==> src/rtl/instr_trace_buf.sv <==
// ============================================================================
// Module : instr_trace_buf
// Captures {pc, inst, seq} on each instr_change rising edge into a
// first-word-fall-through FIFO, counting captures dropped while full.
// Rev    : 1.0  initial release
// ============================================================================
`default_nettype none

module instr_trace_buf #(
  parameter int DEPTH = 16
) (
  input  logic                       clk_in,
  input  logic                       reset,
  input  logic                       instr_change,
  input  logic [31:0]                pc,
  input  logic [31:0]                inst,
  input  logic                       clear,
  input  logic                       trace_ready,
  output logic                       trace_valid,
  output logic [31:0]                trace_pc,
  output logic [31:0]                trace_inst,
  output logic [15:0]                trace_seq,
  output logic [$clog2(DEPTH):0]     count,
  output logic                       full,
  output logic                       empty,
  output logic [15:0]                overflow_cnt
);

  localparam int AW = $clog2(DEPTH);
  localparam logic [AW:0] FULL_COUNT = (AW+1)'(DEPTH);

  logic [79:0]   mem [DEPTH];
  logic [AW-1:0] wr_ptr;
  logic [AW-1:0] rd_ptr;
  logic [AW:0]   count_q;
  logic [15:0]   seq_next;
  logic [15:0]   ovf_q;
  logic          prev;

  logic rise;
  logic pop;
  logic push;
  logic drop;

  assign empty        = (count_q == '0);
  assign full         = (count_q == FULL_COUNT);
  assign count        = count_q;
  assign overflow_cnt = ovf_q;
  assign trace_valid  = ~empty;

  assign rise = instr_change & ~prev;
  assign pop  = trace_valid & trace_ready;
  // A pop frees the slot in the same cycle, so a full FIFO can still accept.
  assign push = rise & (~full | pop);
  assign drop = rise & full & ~pop;

  assign {trace_pc, trace_inst, trace_seq} = mem[rd_ptr];

  always_ff @(posedge clk_in or negedge reset) begin
    if (!reset) begin
      prev     <= 1'b1;
      wr_ptr   <= '0;
      rd_ptr   <= '0;
      count_q  <= '0;
      seq_next <= '0;
      ovf_q    <= '0;
    end else begin
      prev <= instr_change;
      if (clear) begin
        wr_ptr   <= '0;
        rd_ptr   <= '0;
        count_q  <= '0;
        seq_next <= '0;
        ovf_q    <= '0;
      end else begin
        if (rise) seq_next <= seq_next + 16'd1;
        if (push) wr_ptr <= wr_ptr + 1'b1;
        if (pop)  rd_ptr <= rd_ptr + 1'b1;
        if (push && !pop)      count_q <= count_q + 1'b1;
        else if (pop && !push) count_q <= count_q - 1'b1;
        if (drop && ovf_q != 16'hFFFF) ovf_q <= ovf_q + 16'd1;
      end
    end
  end

  // Storage is not reset; validity is tracked solely by count.
  always_ff @(posedge clk_in) begin
    if (push && !clear) mem[wr_ptr] <= {pc, inst, seq_next};
  end

endmodule

`default_nettype wire

==> config.mk <==
export PLATFORM = sky130hd
export DESIGN_NAME = instr_trace_buf
export DESIGN_NICKNAME = d
export VERILOG_FILES = /design/src/rtl/instr_trace_buf.sv
export SDC_FILE = /design/constraint.sdc
export NUM_CORES = 1
export LEC_CHECK = 0
export CORE_MARGIN = 2
export CORE_UTILIZATION = 62
export DETAILED_ROUTE_END_ITERATION = 12
export GPL_TIMING_DRIVEN = 0
export PLACE_DENSITY = 0.81
export RECOVER_POWER = 50
export REMOVE_ABC_BUFFERS = 1
export SLEW_MARGIN = 20
export SYNTH_ARGS = -nofsm -noshare
export SYNTH_HDL_FRONTEND = slang
export SYNTH_SLANG_ARGS = --single-unit
==> constraint.sdc <==
create_clock -name clk_in -period 12.95 [get_ports clk_in]
set_input_delay 1.9425 -clock clk_in [delete_from_list [all_inputs] [get_ports clk_in]]
set_output_delay 1.9425 -clock clk_in [all_outputs]
set_load 0.05 [all_outputs]
# [Word level (Yosys, flattened, before mapping)]
# Memories as Yosys holds them, arrays and structs flattened.
# Index checks and enable logic that the tools add are counted.
# W data, S select, Z words.
[classes] n_addsub=6 eq_ne=2 mux=13 n_bitwise=10 n_reduce_logical=13
[ops] op="$mux W16" n=4
[ops] op="$add A16 B1 Y16 const B" n=2
[ops] op="$mux W4" n=4
[ops] op="$ne A16 B16 Y1 const B" n=1
[ops] op="$mux W5" n=3
[ops] op="$add A4 B1 Y4 const B" n=2
[ops] op="$reduce_bool A2 Y1" n=4
[ops] op="$add A5 B1 Y5 const B" n=1
[ops] op="$and A1 B1 Y1" n=5
[ops] op="$eq A5 B5 Y1 const B" n=1
[ops] op="$logic_not A5 Y1" n=1
[ops] op="$sub A5 B1 Y5 const B" n=1
[ops] op="$logic_and A1 B1 Y1" n=4
[ops] op="$not A1 Y1" n=4
[ops] op="$logic_not A1 Y1" n=3
[ops] op="$reduce_bool A3 Y1" n=1
[ops] op="$mux W1" n=2
[ops] op="$or A1 B1 Y1" n=1
[word_totals] ff_bits=46 ramBits=1280 input_bits=69 output_inout_bits=104 n_memories=1
[mem_list] memory="mem" words=16 word_bits=80 read_ports=1 rd_ports_with_merged_regs=0 wr=1 line="32" source="logic [79:0] mem [DEPTH];"

# [Longest topological paths before layout]
[logic_depth] ltp_word=10 mapped_depth=9 depth_no_buf=9

# [Worst setup path after synthesis]
# Ideal clock, no wire load.
[synth_timing] kind="in2reg" start="input port instr_change" end="memory mem[15][0], enable pin" setup_ps=519 arrival_ps=6059 required_time_ps=12431 setup_slack_ps=6372 cell_stages=4 n_path_buf=0 path_cell_list="nand2b_1 a31oi_1 nand2_1 nor2_1"
[synth_between] elab_chain_len=5
[synth_lines] item="start: declaration" line="14" source="input logic instr_change,"
[synth_lines] item="$and A1 B1 Y1" line="51" source="assign rise = instr_change & ~prev;"
[synth_lines] item="$and A1 B1 Y1" line="54" source="assign push = rise & (~full | pop);"
[synth_lines] item="$logic_and A1 B1 Y1" line="88" source="if (push && !clear) mem[wr_ptr] <= {pc, inst, seq_next};"
[synth_lines] item="$mux W1" line="88"
[synth_lines] item="$mux W1 (implied by the code)" line="88"
[synth_lines] item="end: declaration" line="32"
# Every way passes these cells.

# [Worst setup path in the final report]
[layout_timing] start="register rd_ptr[1]" end="output port trace_inst[0]"
[layout_between] elab_chain_len=1
[layout_lines] item="start: declaration" line="34" source="logic [AW-1:0] rd_ptr;"
[layout_lines] item="start signal: assignment" line="78" source="if (pop) rd_ptr <= rd_ptr + 1'b1;"
[layout_lines] item="$mem_v2 Z16 W80"
[layout_lines] item="end: declaration" line="21" source="output logic [31:0] trace_inst,"
# Every way passes these cells.

==> load_flow_metrics.sql <==
INSERT INTO impl_metrics (metric_group, metric, value, unit) VALUES
('run_status', 'run_status', 'finished with violations', ''),
('run_status', 'failed_checks', 'max-capacitance violations, max-slew violations', ''),
('sta', 'final_hold_vio_count', '0', ''),
('synth', 'number_of_flops_mapped_to_enable_cells_by_yosys', '1280', ''),
('drt', 'drc', '0', ''),
('hold_path', 'hold_path_startpoint', 'overflow_cnt[8]$_DFFE_PN0P_', ''),
('power', 'max-vdd-ir-drop', '0.1449', 'mV'),
('synth', 'synthArstFlopShare', '3.469', '%'),
('sta', 'finalCritPeriodShare', '48.58', '%'),
('drt', 'drt-vias-per-instance', '7.075', ''),
('sta', 'setup_violations', '0', ''),
('drt', 'first_pass_detailed_route_iteration_total', '5', ''),
('worst_setup_path', 'cp_cell_instances', 'buf_16 -> buf_16 -> buf_12 -> mux4_2 -> mux4_2 -> clkdlybuf4s50_1', ''),
('clock_network', 'cts_tree', 'done', ''),
('sta', 'layout_min_cycle_time', '6.292', 'ns'),
('run', 'max_cap_violations', '1', ''),
('finish', 'post_route_cells_drive_above_1_share', '29.07', '%'),
('die', 'die-width', '289.8', 'um'),
('sta', 'setup_repair_after_global_routing_missed_its_margin', 'no', ''),
('worst_setup_path', 'critical_path_required', '11.01', 'ns'),
('synth', 'syn-instance-count', '2055', ''),
('grt', 'grt_antenna_before_repair', '9', ''),
('grt', 'grt_max_degree', '55', ''),
('hold_path', 'holdCritPathClass', 'reg2reg', ''),
('finish', 'design.final.nets', '2438', ''),
('worst_setup_path', 'crit_path_start_kind', 'register', ''),
('worst_setup_path', 'worst-r2r-setup-slack', '9.49', 'ns'),
('clock_network', 'cts_buffer_depth', '3', ''),
('placement', 'gp_routability_congestion', '0.7564', ''),
('grt', 'grt-ovfl-total', '0', ''),
('finish', 'layout-area-overhead-vs-synth', '18.11', '%'),
('worst_setup_path', 'worst-path-max-fanout', '50', ''),
('finish', 'instances_no_fill', '3528', ''),
('die', 'die_h', '289.8', 'um'),
('drt', 'via_count', '24960', ''),
('sta', 'max_freq', '158.9', 'MHz'),
('grt', 'first_global_vias', '26390', ''),
('clock_network', 'post_cts_hold_buffer_count', '0', ''),
('worst_setup_path', 'worstReg2RegEnd', 'mem[5][78]$_DFFE_PP_', ''),
('worst_setup_path', 'rr_worst_depth', '7', ''),
('worst_setup_path', 'arrival', '4.35', 'ns'),
('clock_network', 'num_cts_buffers', '121', ''),
('worst_setup_path', 'crit_path_max_incr_delay', '0.96', 'ns'),
('placement', 'detailedPlacementHpwl', '68030', 'um'),
('die', 'ios', '173', ''),
('sta', 'finalClockSkew', '0.02668', 'ns'),
('worst_setup_path', 'r2r-start', 'count[0]$_DFFE_PN0P_', ''),
('drt', 'postRouteAntennaNets', '0', ''),
('placement', 'dpl_worst_slack', '7.435', 'ns'),
('worst_setup_path', 'cp_slowest_cell', 'sky130_fd_sc_hd__dfrtp_4', ''),
('sta', 'max-slew-margin-rel', '-14.69', '%'),
('worst_setup_path', 'cp_top_family', 'buffers and inverters', ''),
('worst_setup_path', 'critical_path_class', 'reg2out', ''),
('die', 'initial_utilization', '62.79', '%'),
('drt', 'detail_route.wl_per_cell', '37.51', 'um'),
('finish', 'most_frequent_cells_in_the_layout', 'sky130_fd_sc_hd__edfxtp_1, sky130_fd_sc_hd__mux4_2, sky130_fd_sc_hd__clkbuf_16', ''),
('die', 'number_of_standard_cell_rows_in_the_floorplan', '104', ''),
('sta', 'drv_slew', '29', ''),
('synth', 'ys_top_cells_by_area', 'sky130_fd_sc_hd__edfxtp_1, sky130_fd_sc_hd__mux4_2, sky130_fd_sc_hd__dfrtp_1', ''),
('drt', 'dr.first_iter.drc_count', '3937', ''),
('clock_network', 'post-cts-setup-buffers', '0', ''),
('synth', 'synth_area_leader_cell', 'sky130_fd_sc_hd__edfxtp_1', ''),
('synth', 'register_area_share_after_synthesis', '78.15', '%'),
('clock_network', 'clk-insertion-delay-late', '0.70', 'ns'),
('synth', 'netlist-cell-type-count', '51', ''),
('synth', 'ys_ff_latch', '1326', ''),
('die', 'die_area', '84010', 'um^2'),
('hold_path', 'worstHoldPathCells', '2', ''),
('placement', 'io_buffers', '172', ''),
('power', 'cellLeakagePower', '18.27', 'nW'),
('synth', 'yosysWarningCount', '0', '');
-- report_power, final --
group          internal, mW  leakage (nW)  switching (mW)
registers              4.71          12.0          0.0591
logic                 0.921          4.21            1.07
clock network          2.15          2.04            1.64
total                  7.79          18.3            2.77
-- state kept, by name (all words and copies together) (netlist names) --
register and cells:
overflow_cnt 16, seq_next 16, mem 1280, wr_ptr 4
rd_ptr 4, prev 1, count 5
-- final cells by class --
type / instances / area (um^2)
sequential: 1326 / 39600
fill: 3870 / 20840
multi-input combinational: 618 / 10510
timing repair buffer: 276 / 4159
clock buffer: 140 / 3109
tap: 1060 / 1326
clock inverter: 86 / 1050
inverter: 14 / 52.55
antenna: 8 / 20.02
-- through the flow --
step	instance area, um^2	power [mW]	util, %	setup TNS (ns)
floorplan	50120	6.791	-	-194.24
global placement	53160	7.568	65.90	-648.27
detailed placement	55750	6.827	69.11	0
CTS	59910	10.61	74.26	0
global route	59830	10.80	74.15	0
finish	59830	10.55	74.16	0
-- cells in the mapped netlist (all sizes together) (2+ instances only) --
| cell type | count |
|---|---|
| edfxtp | 1280 |
| mux4 | 400 |
| nor2 | 55 |
| buf | 50 |
| clkbuf | 47 |
| dfrtp | 45 |
| nand2 | 23 |
| xnor2 | 21 |
| nand3 | 15 |
| inv | 14 |
| ha | 11 |
| nand4 | 11 |
| a21oi | 10 |
| xor2 | 9 |
| or3 | 7 |
| nor3 | 5 |
| nor4 | 5 |
| o21ai | 5 |
| a31oi | 4 |
| and3 | 4 |
| mux2 | 4 |
| a2111oi | 3 |
| a211oi | 2 |
| a21o | 2 |
| a311oi | 2 |
| and4 | 2 |
| mux2i | 2 |
| nand2b | 2 |
| nor2b | 2 |
| or4 | 2 |
-- tightest hold or removal path, delay by kind of cell (launching register included) --
kind | cells | cell delay [ns]
XOR/XNOR | 1 | 0.13
flip-flops | 1 | 0.40
AND/OR/NAND/NOR | 1 | 0.04
-- logic make-up (layout without fill, tap and decap cells) --
kind of cell	count (synthesis)	in the layout	synth area share [%]
compound gates	34	34	0.5063
xor+xnor	30	30	0.5187
fa+ha+maj	12	12	0.3112
buf+inv	111	516	1.171
flops	1326	1326	78.15
mux	406	406	17.94
other cells	0	8	0
simple gates	136	136	1.400
-- per-layer routing --
layer / GRT usage (%) / routed length, um / up-vias
met3: 6.296 / 13880 / 292
met2: 53.52 / 68100 / 1989
met4: 10.82 / 4391 / 2
met5: 0 / 15 / -
met1: 43.58 / 45940 / 13200
li1: - / - / 9482
-- worst max-delay path by stage --
stage               slack (ns)                  start  cells past startpoint             to
floorplan                -2.42  rd_ptr[0]$_DFFE_PN0P_                      2  trace_inst[0]
global placement         -7.98  rd_ptr[0]$_DFFE_PN0P_                      3   trace_pc[19]
detailed placement        7.43  rd_ptr[0]$_DFFE_PN0P_                      6  trace_inst[3]
CTS                       6.66  rd_ptr[0]$_DFFE_PN0P_                      6   trace_pc[20]
global route              6.55  rd_ptr[0]$_DFFE_PN0P_                      6   trace_pc[20]
finish                    6.66  rd_ptr[1]$_DFFE_PN0P_                      6  trace_inst[0]
Power figures use the tool's default switching activity.
